<file path="src/rtl/matmul_engine.sv">
// N x N matrix-multiply engine: reads A/B row-major through a 1-cycle-latency port,
// accumulates at full width, and writes saturated 2*DW-bit results as two little-endian words.
module matmul_engine #(
  parameter int unsigned N  = 2,
  parameter int unsigned DW = 8,
  parameter int unsigned AW = 8
) (
  input  logic          i_clk,
  input  logic          i_reset,
  input  logic          i_start,
  input  logic          i_signed_mode,
  input  logic [AW-1:0] i_base_a,
  input  logic [AW-1:0] i_base_b,
  input  logic [AW-1:0] i_base_c,
  output logic          o_busy,
  output logic          o_done,
  output logic          o_overflow,
  output logic          o_mem_rd_en,
  output logic [AW-1:0] o_mem_rd_addr,
  input  logic [DW-1:0] i_mem_rd_data,
  output logic          o_mem_wr_en,
  output logic [AW-1:0] o_mem_wr_addr,
  output logic [DW-1:0] o_mem_wr_data
);

  localparam int unsigned RW   = 2 * DW;
  localparam int unsigned IW   = $clog2(N);
  localparam int unsigned ACCW = RW + IW;

  typedef enum logic [2:0] {IDLE, RD_A, RD_B, MAC, WR_LO, WR_HI, FIN} state_t;

  state_t          r_state;
  logic [IW-1:0]   r_i, r_j, r_k;
  logic [ACCW-1:0] r_acc;
  logic [DW-1:0]   r_a;
  logic [DW-1:0]   r_hi;
  logic            r_signed;
  logic [AW-1:0]   r_base_a, r_base_b, r_base_c;

  logic [ACCW-1:0] w_a_ext, w_b_ext, w_prod, w_sum;
  logic [RW-1:0]   w_sat;
  logic            w_clamp;
  logic            w_last_k, w_last_j, w_last_i;
  logic [IW-1:0]   w_i_nx, w_j_nx;
  logic [AW-1:0]   w_c_addr;

  function automatic logic [AW-1:0] f_addr(input logic [AW-1:0] base,
                                           input logic [IW-1:0] row,
                                           input logic [IW-1:0] col);
    return base + AW'(row) * AW'(N) + AW'(col);
  endfunction

  // Operand extension follows the mode latched at start.
  assign w_a_ext = r_signed ? {{(ACCW-DW){r_a[DW-1]}}, r_a} : {{(ACCW-DW){1'b0}}, r_a};
  assign w_b_ext = r_signed ? {{(ACCW-DW){i_mem_rd_data[DW-1]}}, i_mem_rd_data}
                            : {{(ACCW-DW){1'b0}}, i_mem_rd_data};
  assign w_prod  = w_a_ext * w_b_ext;
  assign w_sum   = r_acc + w_prod;

  always_comb begin
    w_sat   = w_sum[RW-1:0];
    w_clamp = 1'b0;
    if (r_signed) begin
      if (w_sum[ACCW-1:RW-1] != {(IW+1){w_sum[ACCW-1]}}) begin
        w_clamp = 1'b1;
        w_sat   = w_sum[ACCW-1] ? {1'b1, {(RW-1){1'b0}}} : {1'b0, {(RW-1){1'b1}}};
      end
    end else if (w_sum[ACCW-1:RW] != '0) begin
      w_clamp = 1'b1;
      w_sat   = '1;
    end
  end

  assign w_last_k = (r_k == IW'(N-1));
  assign w_last_j = (r_j == IW'(N-1));
  assign w_last_i = (r_i == IW'(N-1));
  assign w_j_nx   = w_last_j ? '0 : IW'(r_j + 1'b1);
  assign w_i_nx   = w_last_j ? IW'(r_i + 1'b1) : r_i;
  assign w_c_addr = r_base_c + AW'(2) * (AW'(r_i) * AW'(N) + AW'(r_j));

  // Controller; every output is registered and set on entry to the state that owns it.
  always_ff @(posedge i_clk or negedge i_reset) begin
    if (!i_reset) begin
      r_state       <= IDLE;
      r_i           <= '0;
      r_j           <= '0;
      r_k           <= '0;
      r_acc         <= '0;
      r_a           <= '0;
      r_hi          <= '0;
      r_signed      <= 1'b0;
      r_base_a      <= '0;
      r_base_b      <= '0;
      r_base_c      <= '0;
      o_busy        <= 1'b0;
      o_done        <= 1'b0;
      o_overflow    <= 1'b0;
      o_mem_rd_en   <= 1'b0;
      o_mem_rd_addr <= '0;
      o_mem_wr_en   <= 1'b0;
      o_mem_wr_addr <= '0;
      o_mem_wr_data <= '0;
    end else begin
      o_done <= 1'b0;
      case (r_state)
        IDLE: begin
          if (i_start) begin
            r_base_a      <= i_base_a;
            r_base_b      <= i_base_b;
            r_base_c      <= i_base_c;
            r_signed      <= i_signed_mode;
            o_overflow    <= 1'b0;
            r_acc         <= '0;
            r_i           <= '0;
            r_j           <= '0;
            r_k           <= '0;
            o_busy        <= 1'b1;
            o_mem_rd_en   <= 1'b1;
            o_mem_rd_addr <= i_base_a;
            r_state       <= RD_A;
          end
        end
        RD_A: begin
          o_mem_rd_addr <= f_addr(r_base_b, r_k, r_j);
          r_state       <= RD_B;
        end
        RD_B: begin
          r_a         <= i_mem_rd_data;
          o_mem_rd_en <= 1'b0;
          r_state     <= MAC;
        end
        MAC: begin
          r_acc <= w_sum;
          if (!w_last_k) begin
            r_k           <= IW'(r_k + 1'b1);
            o_mem_rd_en   <= 1'b1;
            o_mem_rd_addr <= f_addr(r_base_a, r_i, IW'(r_k + 1'b1));
            r_state       <= RD_A;
          end else begin
            o_mem_wr_en   <= 1'b1;
            o_mem_wr_addr <= w_c_addr;
            o_mem_wr_data <= w_sat[DW-1:0];
            r_hi          <= w_sat[RW-1:DW];
            if (w_clamp) o_overflow <= 1'b1;
            r_state       <= WR_LO;
          end
        end
        WR_LO: begin
          o_mem_wr_addr <= o_mem_wr_addr + 1'b1;
          o_mem_wr_data <= r_hi;
          r_state       <= WR_HI;
        end
        WR_HI: begin
          o_mem_wr_en <= 1'b0;
          r_acc       <= '0;
          r_k         <= '0;
          r_j         <= w_j_nx;
          r_i         <= w_i_nx;
          if (w_last_i && w_last_j) begin
            r_state <= FIN;
          end else begin
            o_mem_rd_en   <= 1'b1;
            o_mem_rd_addr <= f_addr(r_base_a, w_i_nx, '0);
            r_state       <= RD_A;
          end
        end
        FIN: begin
          o_busy  <= 1'b0;
          o_done  <= 1'b1;
          r_state <= IDLE;
        end
        default: r_state <= IDLE;
      endcase
    end
  end

endmodule
</file>
<file path="config.mk">
export PLATFORM = sky130hd
export DESIGN_NAME = matmul_engine
export DESIGN_NICKNAME = d
export VERILOG_FILES = /design/src/rtl/matmul_engine.sv
export SDC_FILE = /design/constraint.sdc
export NUM_CORES = 1
export LEC_CHECK = 0
export ABC_CLOCK_PERIOD_IN_PS = 8600
export CAP_MARGIN = 20
export CORE_MARGIN = 2
export CORE_UTILIZATION = 40
export CTS_BUF_LIST = sky130_fd_sc_hd__clkbuf_2
export CTS_CLUSTER_DIAMETER = 30
export DETAILED_ROUTE_END_ITERATION = 8
export GPL_TIMING_DRIVEN = 0
export SETUP_SLACK_MARGIN = 0.05
export SYNTH_ARGS = -nofsm -noshare
export SYNTH_HDL_FRONTEND = slang
export SYNTH_SLANG_ARGS = --single-unit
</file>
<file path="constraint.sdc">
create_clock -name i_clk -period 8.6 [get_ports i_clk]
set_input_delay 0.86 -clock i_clk [delete_from_list [all_inputs] [get_ports i_clk]]
set_output_delay 0.86 -clock i_clk [all_outputs]
set_load 0.01 [all_outputs]
</file>
# Word-level counts from Yosys, hierarchy flattened
# Index checks and enable logic that the tools add are counted.
dict set report word_totals {
  word_cells 105
  out_inout_bits 29
  ff_bits 93
  input_bits 36
}
dict set report op_classes {
  reduce_logical 20
  add_sub_neg 12
  mux 41
  mul 1
  n_eq_ne 12
}
# cell n
set op_table {}
lappend op_table {{$mux W16} 4}
lappend op_table {{$mux W17} 3}
lappend op_table {{$pmux W17 S3} 1}
lappend op_table {{$mux W8} 5}
lappend op_table {{$pmux W8 S2} 2}
lappend op_table {{$pmux W8 S4} 1}
lappend op_table {{$add A8 B2 Y8} 3}
lappend op_table {{$pmux W3 S6} 1}
lappend op_table {{$add A17 B17 Y17} 1}
lappend op_table {{$mul A17 B17 Y17} 1}
lappend op_table {{$add A8 B1 Y8} 2}
lappend op_table {{$mux W1} 14}
lappend op_table {{$reduce_and A2 Y1} 7}
lappend op_table {{$reduce_and A4 Y1} 3}
lappend op_table {{$ne A2 B2 Y1 const B} 5}
lappend op_table {{$pmux W1 S2} 5}
lappend op_table {{$reduce_bool A2 Y1} 5}
lappend op_table {{$eq A3 B3 Y1 const B} 3}
lappend op_table {{$mux W3} 3}
lappend op_table {{$add A8 B1 Y8 const B} 1}
lappend op_table {{$add A8 B4 Y8} 1}
lappend op_table {{$reduce_bool A4 Y1} 2}
lappend op_table {{$eq A3 B2 Y1 const B} 2}
lappend op_table {{$pmux W1 S4} 1}
lappend op_table {{8 further kinds} 10}

# Depth between registers and ports, before layout
dict set report logic_depth {
  depth_word 9
  mapped_depth 27
}

# Worst setup path after synthesis
# OpenSTA, ideal clock, no wires.
dict set report synth_timing {
  path_kind {input to register}
  start {input i_mem_rd_data[2]}
  end {register r_hi[3]}
  path_buffers 2
  setup_slack_ns 1.218
  arrival_ns 7.288
  path_stages 23
  path_cell_list {clkbuf_1 -> nand2_1 -> fa_1 -> fa_1 -> fa_1 -> fa_1 -> inv_1 -> fa_1 -> inv_1 -> fa_1 -> inv_1 -> ha_1 -> a21oi_1 -> o21bai_1 -> a221o_1 -> a41o_1 -> xor2_1 -> inv_2 -> ha_1 -> buf_1 -> inv_2 -> mux2_2 -> a221oi_2}
}
dict set report synth_between {
  elab_chain_len 6
  elab_cells_between_ends 8
}
# item line_no
set synth_lines {}
lappend synth_lines {{from (decl)} 20} ;# input logic [DW-1:0] i_mem_rd_data,
lappend synth_lines {{$mux W17 (*)} 55} ;# assign w_b_ext = r_signed ? {{(ACCW-DW){i_mem_rd_data[DW-1]}}, i_mem_rd_data}
lappend synth_lines {{$mul A17 B17 Y17 (*)} 57} ;# assign w_prod = w_a_ext * w_b_ext;
lappend synth_lines {{$add A17 B17 Y17 (*)} 58} ;# assign w_sum = r_acc + w_prod;
lappend synth_lines {{$mux W16 / $ne A1 B1 Y1 (equally long branches)} {66, 64}}
lappend synth_lines {{$mux W16} 64} ;# if (w_sum[ACCW-1:RW-1] != {(IW+1){w_sum[ACCW-1]}}) begin
lappend synth_lines {{$mux W16 (*)} 63} ;# if (r_signed) begin
lappend synth_lines {{to (signal assigned)} 143} ;# r_hi <= w_sat[RW-1:DW];
lappend synth_lines {{to (decl)} 36} ;# logic [DW-1:0] r_hi;
# Every way passes the cells marked *; elsewhere a longest branch is shown, timed or not.
# A chain may end at the register's enable or synchronous reset.

# Final worst setup path
dict set report layout_timing {
  start {input i_mem_rd_data[7]}
  end {register o_mem_wr_data[6]}
}
dict set report layout_between {
  elab_chain_len 8
  elab_cells_between_ends 10
}
# item line_no
set layout_lines {}
lappend layout_lines {{$mux W17 (*)} 55}
lappend layout_lines {{$mul A17 B17 Y17 (*)} 57}
lappend layout_lines {{$add A17 B17 Y17 (*)} 58}
lappend layout_lines {{$mux W16 / $ne A1 B1 Y1 (equally long branches)} {66, 64}}
lappend layout_lines {{$mux W16} 64}
lappend layout_lines {{$mux W16 (*)} 63}
lappend layout_lines {{$mux W8 (*)} 134} ;# if (!w_last_k) begin
lappend layout_lines {{$pmux W8 S2 (*)} 105} ;# case (r_state)
lappend layout_lines {{to (signal assigned)} 142} ;# o_mem_wr_data <= w_sat[DW-1:0];
lappend layout_lines {{to (signal assigned)} 150} ;# o_mem_wr_data <= r_hi;
lappend layout_lines {{to (decl)} 23} ;# output logic [DW-1:0] o_mem_wr_data
# Every way passes the cells marked *; elsewhere a longest branch is shown, timed or not. The select of a mux whose other input is x is not followed.

==> results.md <==
- Clock Tree Root: clkbuf_2
- CTS tree: done
- Final worst setup slack: just over 600 ps
- Clock Pin Slew Worst Setup and Hold Paths: around 330 ps
- Critical Path AT: roughly 8500 ps
- Register area share after synthesis: 0.260
- WL final: between 20000 and 25000 µm
- Critical Path End Type: flop
- Worst Tran Pin Value: ~1000 ps
- Initial DRC count: about 450
- Die Span Y: roughly 150 µm
- Clock latency on the worst-skew pair: between 600 and 700 ps
- HPWL Detailed: 16900 µm
- Syn nets: between 1000 and 1500
- Largest net degree at the start of global routing: between 40 and 50
- Final Hold Violating Endpoints: 0
- Max incr delay on CP: between 500 and 600 ps
- Worst path depth: 25
- Mapped Cells: 935
- Total vias in the final route: 6558
- GRT Total Usage: 0.190
- FMAX: roughly 130 MHz
- Worst Path Required: about 9100 ps
- Final nets: between 1000 and 1500
- Most frequent CP cell: fa_1
- Layout Skew: between 50 and 60 ps
- Leading cell types in the layout, fill and taps excluded: 168 x inv_1, 103 x fa_1, 92 x dfrtp_1
- Multi-input gate area: a little under 0.006 mm²
- Primary FF master, synth: dfrtp_1
- Flop-to-flop setup slack: roughly 640 ps
- RSZ-0062 raised after global routing: no
- Wire per inst: between 15 and 20 µm
- Avg Vias per Cell: 5.05
- Capturing point of the worst reg2reg path: o_mem_wr_data[6]
- 1st-pass router iterations: 5
- Final Cycle Share: 0.928
- Crit Reg-Reg Startpoint: r_signed
- Port-buffer cells: 61
- Post-route DRC violation count: 0
- Most common cell after layout, fill and taps aside: inv_1
- Synth unique cells: 54
- Starting Density: 0.409
- Slowest cell on the critical path: clkdlybuf4s50_1
- Die extent in x: 154 µm
- Rel. slew slack: 0.299
- Top-level I/O count: 65
- Initial antenna violation count: 1
- YS warnings: 0
- Place WS: about 17 ps
- CP Class: in2reg
- Die area: 0.0236 mm²
- Mean Syn Cell Area: 9.58 µm²
- Type of the worst min-delay path: in2async
- Fillers: between 2000 and 2500
- Total number of H-tree levels: 3
- CORE AREA: around 0.022 mm²
- CTS Buffer Depth: 2
- Startpoint Class: input pin
- Fin. max-slew vios: 0
- Post-layout min period: 7980 ps
- Clock tree sinks: 93
- Max cap viols: 0
- Post-CTS Setup Inserts: 0
- Outcome: complete, no violations
- Post-Syn Area: between 0.008 and 0.009 mm²
- Crit path max fanout: 10
- Layout cells sized above 1: 0.0631
- Number of synthesized flops with an enable pin: 0
- Vias in the first global route: approximately 7000
- Seq. cell area: approximately 0.0023 mm²
- Area overhead of the layout relative to synthesis: 12.5%
- Inserted Clock Buffers: 9
- Setup Viol. Count Final: 0
- Placer congestion estimate: 0.852
- Total negative slack: 0 ps
- Row count: 54
- Family with the most delay on the worst path: adder cells
- Remaining Overflow, GRT: 0
- Synth Register Bits: 93
- Post-DRT Antenna Nets: 0
- Synth async-reset ratio: 1.00
- Reg2Reg Depth: 24
- Worst path bufs/invs: 9
- First-pass GRT wire length: roughly 36000 µm
## metal layers
| metal | GRT usage | wire length [µm] |
|---|---|---|
| met5 | 0 | 0 |
| met1 | 0.273 | 10200 |
| met3 | 0.0372 | 904 |
| met2 | 0.306 | 9720 |
| met4 | 0.0280 | 175 |
## what timing repair did
item,CTS,global route
hold buffers,0,0
gates resized for setup,0,2
setup endpoints to repair,0,14
## cell usage after synthesis (3+ instances only)
master    count  area, µm²
a31oi_1       7       43.8
o21a_1        5       37.5
a21oi_1      33        165
o21ai_0      43        215
ha_1         64        801
and3_1       18        113
xor2_1       10       87.6
a21o_1        4       30.0
a22o_1        7       61.3
clkbuf_1     32        120
nor2_1       48        180
a221oi_1      7       61.3
dfrtp_1      93       2330
nor3_1        4       20.0
mux2_2       36        405
mux2i_1       6       60.1
a211oi_1      4       30.0
fa_1        104       2080
nand3_1      13       65.1
and2_1       55        344
inv_1       168        631
o211ai_1      8       60.1
nand2_1      75        282
xnor2_1      36        315
nor2b_1       9       56.3
buf_1         3       11.3
o22ai_1       7       43.8
## logic make-up after synthesis
group	count (synthesis)	synth area share
DFF	93	0.260
and+or+nand+nor	232	0.126
adders and majority gates	168	0.322
buffers and inverters	207	0.0876
AOI/OAI and AO/OA	146	0.105
xor gates and xnor gates	47	0.0475
muxes	42	0.0520
## worst max-delay path by stage
stage / startpoint / endpoint / slack (ps)
floorplan: i_mem_rd_data[2] / r_hi[3] / 1220
global placement: i_mem_rd_data[7] / o_mem_wr_data[6] / 20
detailed placement: i_mem_rd_data[7] / o_mem_wr_data[1] / 20
CTS: r_signed / o_mem_wr_data[6] / 370
global route: r_signed / o_mem_wr_data[6] / 110
finish: i_mem_rd_data[7] / o_mem_wr_data[6] / 620
## state kept, by name, summed over array words and instances, names as in the netlist
register / cells
r_k: 1
r_hi: 8
r_signed: 1
r_base_b: 8
r_base_a: 8
o_mem_wr_data: 8
o_mem_wr_addr: 8
r_i: 1
r_acc: 17
o_mem_wr_en: 1
r_base_c: 8
o_busy: 1
o_overflow: 1
o_done: 1
o_mem_rd_en: 1
r_j: 1
r_a: 8
o_mem_rd_addr: 8
r_state: 3
## metrics by stage
step,hold slack [ps],area [µm²],utilization,cells
2_1_floorplan,450,8960,-,935
3_3_place_gp,464,9920,0.453,1276
3_5_place_dp,471,9950,0.455,1278
4_1_cts,134,10100,0.460,1294
5_1_grt,136,10100,0.460,1299
6_report,176,10100,0.460,1299
## final cells by class
class                           instances  share of cell area
Buffer                                 36              0.0142
Clock buffer                            9             0.00447
Antenna cell                            5             0.00124
Inverter                              171              0.0637
Tap cell                              280              0.0348
Clock inverter                          7             0.00646
Sequential cell                        93               0.231
Timing Repair Buffer                   63              0.0638
Multi-Input combinational cell        635               0.580
Power is left out: the tool's default activity adds up to more than one toggle a clock period on the data nets, which glitch-free logic cannot reach.
